### src/rtl/mem_arbiter_pkg.sv
// Shared encodings and defaults for the unified-memory arbiter
// (fetch port vs. data port of the 5-stage core).
package mem_arbiter_pkg;

  localparam logic [1:0] IDLE = 2'd0;
  localparam logic [1:0] REQ  = 2'd1;
  localparam logic [1:0] RESP = 2'd2;

  localparam logic OWN_IF = 1'b0;
  localparam logic OWN_DM = 1'b1;

  localparam int DEF_MAX_DATA_RUN = 4;

endpackage

### src/rtl/mem_arbiter_arb_prio.sv
// Fixed-priority arbiter: data wins, except that a fetch kept waiting through
// MAX_DATA_RUN consecutive data grants is forced through.
module arb_prio
  import mem_arbiter_pkg::*;
#(
  parameter int MAX_DATA_RUN = DEF_MAX_DATA_RUN
) (
  input  logic clk,
  input  logic rst_n,
  input  logic if_req_i,
  input  logic dm_req_i,
  input  logic arb_en_i,
  output logic win_o,
  output logic valid_o
);

  localparam int CW = $clog2(MAX_DATA_RUN + 1);
  localparam logic [CW-1:0] RUN_MAX = CW'(MAX_DATA_RUN);

  logic [CW-1:0] run_cnt_r;
  logic          starve_s;

  assign starve_s = if_req_i && (run_cnt_r == RUN_MAX);
  assign valid_o  = if_req_i || dm_req_i;

  // Winner selection.
  always_comb begin
    win_o = OWN_DM;
    if (if_req_i && (!dm_req_i || starve_s)) begin
      win_o = OWN_IF;
    end else begin
      win_o = OWN_DM;
    end
  end

  // Run counter only advances on an actual arbitration decision; it is
  // meaningless without a waiting fetch, so it clears whenever fetch is idle.
  always_ff @(posedge clk or negedge rst_n) begin
    if (!rst_n) begin
      run_cnt_r <= {CW{1'b0}};
    end else if (!if_req_i) begin
      run_cnt_r <= {CW{1'b0}};
    end else if (arb_en_i && valid_o) begin
      if (win_o == OWN_IF) begin
        run_cnt_r <= {CW{1'b0}};
      end else if (run_cnt_r != RUN_MAX) begin
        run_cnt_r <= run_cnt_r + CW'(1);
      end
    end
  end

endmodule

### src/rtl/mem_arbiter.sv
// Arbitrates one single-ported memory between the fetch and data ports of the
// core; one transaction outstanding, back-to-back issue on the response cycle.
module mem_arbiter
  import mem_arbiter_pkg::*;
#(
  parameter int ADDR_WIDTH   = 32,
  parameter int DATA_WIDTH   = 32,
  parameter int MAX_DATA_RUN = DEF_MAX_DATA_RUN
) (
  input  logic                    clk,
  input  logic                    rst_n,
  input  logic                    if_req_i,
  input  logic [ADDR_WIDTH-1:0]   if_addr_i,
  output logic                    if_gnt_o,
  output logic                    if_rvalid_o,
  output logic [DATA_WIDTH-1:0]   if_rdata_o,
  input  logic                    dm_req_i,
  input  logic                    dm_we_i,
  input  logic [DATA_WIDTH/8-1:0] dm_be_i,
  input  logic [ADDR_WIDTH-1:0]   dm_addr_i,
  input  logic [DATA_WIDTH-1:0]   dm_wdata_i,
  output logic                    dm_gnt_o,
  output logic                    dm_rvalid_o,
  output logic [DATA_WIDTH-1:0]   dm_rdata_o,
  output logic                    mem_req_o,
  output logic                    mem_we_o,
  output logic [DATA_WIDTH/8-1:0] mem_be_o,
  output logic [ADDR_WIDTH-1:0]   mem_addr_o,
  output logic [DATA_WIDTH-1:0]   mem_wdata_o,
  input  logic                    mem_gnt_i,
  input  logic                    mem_rvalid_i,
  input  logic [DATA_WIDTH-1:0]   mem_rdata_i,
  output logic                    err_o
);

  localparam int BE_W = DATA_WIDTH / 8;

  logic [1:0]            state_r;
  logic [1:0]            state_nxt_s;
  logic                  owner_r;
  logic                  arb_en_s;
  logic                  win_s;
  logic                  win_valid_s;
  logic                  load_s;
  logic                  gnt_s;
  logic                  rsp_s;
  logic                  mem_req_r;
  logic                  mem_we_r;
  logic [BE_W-1:0]       mem_be_r;
  logic [ADDR_WIDTH-1:0] mem_addr_r;
  logic [DATA_WIDTH-1:0] mem_wdata_r;
  logic                  err_r;

  arb_prio #(
    .MAX_DATA_RUN (MAX_DATA_RUN)
  ) u_arb_prio (
    .clk      (clk),
    .rst_n    (rst_n),
    .if_req_i (if_req_i),
    .dm_req_i (dm_req_i),
    .arb_en_i (arb_en_s),
    .win_o    (win_s),
    .valid_o  (win_valid_s)
  );

  assign gnt_s    = (state_r == REQ) && mem_gnt_i;
  assign rsp_s    = (state_r == RESP) && mem_rvalid_i;
  // Re-arbitrating on the response cycle is what removes the idle bubble.
  assign arb_en_s = (state_r == IDLE) || rsp_s;
  assign load_s   = arb_en_s && win_valid_s;

  assign if_gnt_o    = gnt_s && (owner_r == OWN_IF);
  assign dm_gnt_o    = gnt_s && (owner_r == OWN_DM);
  assign if_rvalid_o = rsp_s && (owner_r == OWN_IF);
  assign dm_rvalid_o = rsp_s && (owner_r == OWN_DM);
  assign if_rdata_o  = mem_rdata_i;
  assign dm_rdata_o  = mem_rdata_i;

  assign mem_req_o   = mem_req_r;
  assign mem_we_o    = mem_we_r;
  assign mem_be_o    = mem_be_r;
  assign mem_addr_o  = mem_addr_r;
  assign mem_wdata_o = mem_wdata_r;
  assign err_o       = err_r;

  // Next-state logic.
  always_comb begin
    state_nxt_s = state_r;
    case (state_r)
      IDLE: begin
        if (win_valid_s) state_nxt_s = REQ;
        else             state_nxt_s = IDLE;
      end
      REQ: begin
        if (mem_gnt_i) state_nxt_s = RESP;
        else           state_nxt_s = REQ;
      end
      RESP: begin
        if (mem_rvalid_i) state_nxt_s = win_valid_s ? REQ : IDLE;
        else              state_nxt_s = RESP;
      end
      default: state_nxt_s = IDLE;
    endcase
  end

  // State, owner and registered memory-side payload.
  always_ff @(posedge clk or negedge rst_n) begin
    if (!rst_n) begin
      state_r     <= IDLE;
      owner_r     <= OWN_DM;
      mem_req_r   <= 1'b0;
      mem_we_r    <= 1'b0;
      mem_be_r    <= {BE_W{1'b0}};
      mem_addr_r  <= {ADDR_WIDTH{1'b0}};
      mem_wdata_r <= {DATA_WIDTH{1'b0}};
    end else begin
      state_r <= state_nxt_s;
      if (load_s) begin
        owner_r   <= win_s;
        mem_req_r <= 1'b1;
        if (win_s == OWN_IF) begin
          mem_we_r    <= 1'b0;
          mem_be_r    <= {BE_W{1'b1}};
          mem_addr_r  <= if_addr_i;
          mem_wdata_r <= {DATA_WIDTH{1'b0}};
        end else begin
          mem_we_r    <= dm_we_i;
          mem_be_r    <= dm_be_i;
          mem_addr_r  <= dm_addr_i;
          mem_wdata_r <= dm_wdata_i;
        end
      end else if (gnt_s) begin
        mem_req_r <= 1'b0;
      end
    end
  end

  // Sticky flag for memory handshakes arriving in the wrong state.
  always_ff @(posedge clk or negedge rst_n) begin
    if (!rst_n) begin
      err_r <= 1'b0;
    end else if ((mem_rvalid_i && (state_r != RESP)) ||
                 (mem_gnt_i && (state_r != REQ))) begin
      err_r <= 1'b1;
    end
  end

endmodule

### config.mk
export PLATFORM = sky130hd
export DESIGN_NAME = mem_arbiter
export DESIGN_NICKNAME = d
export VERILOG_FILES = /design/src/rtl/mem_arbiter_pkg.sv /design/src/rtl/mem_arbiter_arb_prio.sv /design/src/rtl/mem_arbiter.sv
export SDC_FILE = /design/constraint.sdc
export NUM_CORES = 1
export LEC_CHECK = 0
export CAP_MARGIN = 20
export CORE_MARGIN = 3
export CORE_UTILIZATION = 33
export CTS_BUF_LIST = sky130_fd_sc_hd__clkbuf_16
export DETAILED_ROUTE_END_ITERATION = 10
export PLACE_DENSITY = 0.78
export SYNTH_ARGS = -nofsm -noshare
export SYNTH_HDL_FRONTEND = slang
export SYNTH_HIERARCHICAL = 1
export SYNTH_SLANG_ARGS = --single-unit
### constraint.sdc
create_clock -name clk -period 1.9 [get_ports clk]
set_input_delay 0.19 -clock clk [delete_from_list [all_inputs] [get_ports clk]]
set_output_delay 0.19 -clock clk [all_outputs]
set_load 0.005 [all_outputs]
==> flow_summary.json <==
{
  "outcome": "finished clean",
  "track_usage": 0.153,
  "synth.top_cell.area_share": 0.438,
  "vias": 3045,
  "path_class": "reg2reg",
  "synth_nets": 508,
  "synthFlopType": "dfrtp_1",
  "insertion_delay_ns": 0.34,
  "maxSlewHeadroom": 0.674,
  "maxCapViolCount": 0,
  "ios": 278,
  "synth_common_cells": "76 x dfrtp_1, 64 x buf_4, 37 x inv_1",
  "min_period_over_period": 0.991,
  "hpwl_um": 8400,
  "drive_above_1_share": 0.235,
  "syn_to_final_growth_pct": 46.8,
  "synth.yosys.seq_area_share": 0.444,
  "ys_types": 31,
  "synth_enable_flop_cells": 0,
  "clock-sinks": 77,
  "ys_seq_elements": 77,
  "rrSetupSlack_ns": 0.02,
  "fp.coreArea_um2": 12700,
  "crit_required_ns": 2.11,
  "regToRegEndpoint": "mem_addr_o[28]$_DFFE_PN0P_",
  "slew_violations": 0,
  "cts_tree": "built",
  "drtAntennaViolNets": 0,
  "seqCellArea_um2": 1930,
  "wire_per_inst_um": 17.4,
  "h-tree-depth": 3,
  "rsz0062_at_grt": "yes",
  "reg2reg_depth": 7,
  "post-route-util": 0.501,
  "yosysWarningCount": 6,
  "crit_fanout": 9,
  "gp_congestion": 0.736,
  "ir_drop_v": 0.000686,
  "num_rows": 41,
  "postSynth.asyncResetShare": 1.00,
  "routed_via_density": 4.46,
  "portBuffers": 181,
  "nets": 646,
  "p_per_area_nw_per_um2": 1350,
  "clockBufferDepth": 2,
  "crit_path_max_incr_delay_ns": 0.36,
  "grt-ovfl-total": 0,
  "root_buffer": "clkbuf_16",
  "grt_max_degree": 44,
  "critical_path_arrival_ns": 2.10,
  "setup_violations": 0,
  "grt_pass1_vias": 3340,
  "crit_slowest_cell": "dfrtp_1",
  "power_leakage_nw": 2.95,
  "wl_um": 11800,
  "die-height_um": 121,
  "grt_pass1_wl_um": 17500,
  "initial_utilization": 0.341,
  "tns_ns": 0,
  "min_path_type": "in2async",
  "min_period_ns": 1.88,
  "numCtsBuffers": 9,
  "crit_path_start_kind": "register",
  "postSynthAreaPerCell_um2": 11.8,
  "syn_area_um2": 4340,
  "path_cells": "inv_2 > ha_4 > a21boi_2 > nand2b_4 > clkbuf_16 > mux2_2 > mux2_4",
  "worst_slew_pin_slew_ns": 0.489,
  "drc_errors": 0,
  "netlist_instances": 367,
  "skew_ns": 0.00819,
  "antenna_found_initial": 0,
  "synth_area_leaders": "dfrtp_1 44%, mux2_4 12%, buf_4 11%",
  "die_area_um2": 14600,
  "insertedDiodeCount": 0,
  "drtPass1Iterations": 4,
  "clk_pin_slew_ns": 0.06,
  "hold_viol": 0,
  "worstSetupEndpointType": "register",
  "synth_area_leader_cell": "dfrtp_1",
  "drt_iter0_markers": 118,
  "die_w_um": 121,
  "whs_ns": 0.358,
  "r2r_start": "u_arb_prio/run_cnt_r[0]$_DFFE_PN0P_",
  "fmax_ghz": 0.531,
  "multi_input_area_um2": 1730,
  "synth_most_common_cell": "dfrtp_1",
  "fillerInstances": 1138
}
==> metal layers <==
layer	up-vias	part of all wire	wire, um	GRT usage
met4	0	0.014	170	0.0496
li1	1393	-	-	-
met1	1471	0.38	4450	0.162
met3	16	0.094	1120	0.0636
met5	-	0	0	0
met2	165	0.52	6110	0.276
==> stage by stage <==
step           instance area (um2)  worst slack (ns)  power [W]  std cells
2_1_floorplan                 4340           -0.0331    0.00500        367
3_3_place_gp                  5900           -0.0879    0.00692        656
3_5_place_dp                  5900            -0.140    0.00700        656
4_1_cts                       6170           0.00107    0.00861        673
5_1_grt                       6370           -0.0406    0.00913        682
6_report                      6370            0.0163    0.00861        682
==> sequential cells by signal, indices dropped and copies added, names as in the netlist <==
name	flops
mem_addr_o	32
mem_wdata_o	32
mem_be_o	4
u_arb_prio/run_cnt_r	3
state_r	2
err_o	1
mem_req_o	1
mem_we_o	1
owner_r	1
==> worst max-delay path, delay by kind of cell, from the launching register on <==
family	cells	cell delay (ns)
compound gates	1	0.17
mux	2	0.59
buf+inv	2	0.25
simple gates	1	0.23
fa+ha+maj	1	0.16
flops	1	0.36
==> power breakdown <==
part           internal (W)  total [W]  leakage (nW)  switching (W)
clock              0.000856    0.00151         0.138       0.000657
combinational       0.00277    0.00415          1.90        0.00138
sequential          0.00244    0.00295         0.916       0.000506
total               0.00607    0.00861          2.95        0.00255
==> how the worst max path moves through the flow <==
stage	start	end	slack (ns)	depth (start not counted)
2_1_floorplan	u_arb_prio/run_cnt_r[0]$_DFFE_PN0P_	mem_addr_o[0]$_DFFE_PN0P_	-0.03	8
3_3_place_gp	dm_req_i	mem_addr_o[7]$_DFFE_PN0P_	-0.09	6
3_5_place_dp	dm_req_i	mem_addr_o[7]$_DFFE_PN0P_	-0.14	6
4_1_cts	state_r[0]$_DFF_PN0_	if_rvalid_o	0.001	4
5_1_grt	u_arb_prio/run_cnt_r[1]$_DFFE_PN0P_	mem_addr_o[22]$_DFFE_PN0P_	-0.04	7
6_report	u_arb_prio/run_cnt_r[0]$_DFFE_PN0P_	mem_addr_o[28]$_DFFE_PN0P_	0.02	7
==> cell type report <==
type / instances / area share
well taps: 172 / 0.0338
flip-flops and latches: 77 / 0.303
repair buffers: 207 / 0.331
clock buffers: 9 / 0.0353
multi-input cells: 173 / 0.271
clock inverters: 7 / 0.00452
inverters: 37 / 0.0218
==> cells by family (layout without fill, tap and decap cells) <==
group / count (synthesis) / count (layout) / synth area share
buffers and inverters: 117 / 260 / 0.180
and+or+nand+nor: 59 / 59 / 0.0660
adders and majority gates: 2 / 2 / 0.00577
DFF: 77 / 77 / 0.444
AOI/OAI and AO/OA: 10 / 10 / 0.0185
muxes: 102 / 102 / 0.285
==> repair_timing <==
item,CTS,global route
endpoints found under the setup margin,28,65
pin swaps,0,3
hold endpoints to repair,34,0
resized for setup,3,25
cloned,0,3
hold buffers,1,0
buffers inserted,0,6
==> layout by cell type, fill, tap and decap left out, types with 2 or more instances in the layout <==
cell	count
clkdlybuf4s50_1	179
dfrtp_1	74
mux2_4	53
inv_1	39
nand2_1	36
mux2i_1	33
buf_4	18
mux2_2	16
clkbuf_16	11
nor2_1	6
nand2b_1	5
buf_12	4
a21boi_2	3
clkinv_2	2
clkinv_1	2
dfrtp_2	2
nand3_1	2
No activity file was read; power rests on OpenSTA's default activity.
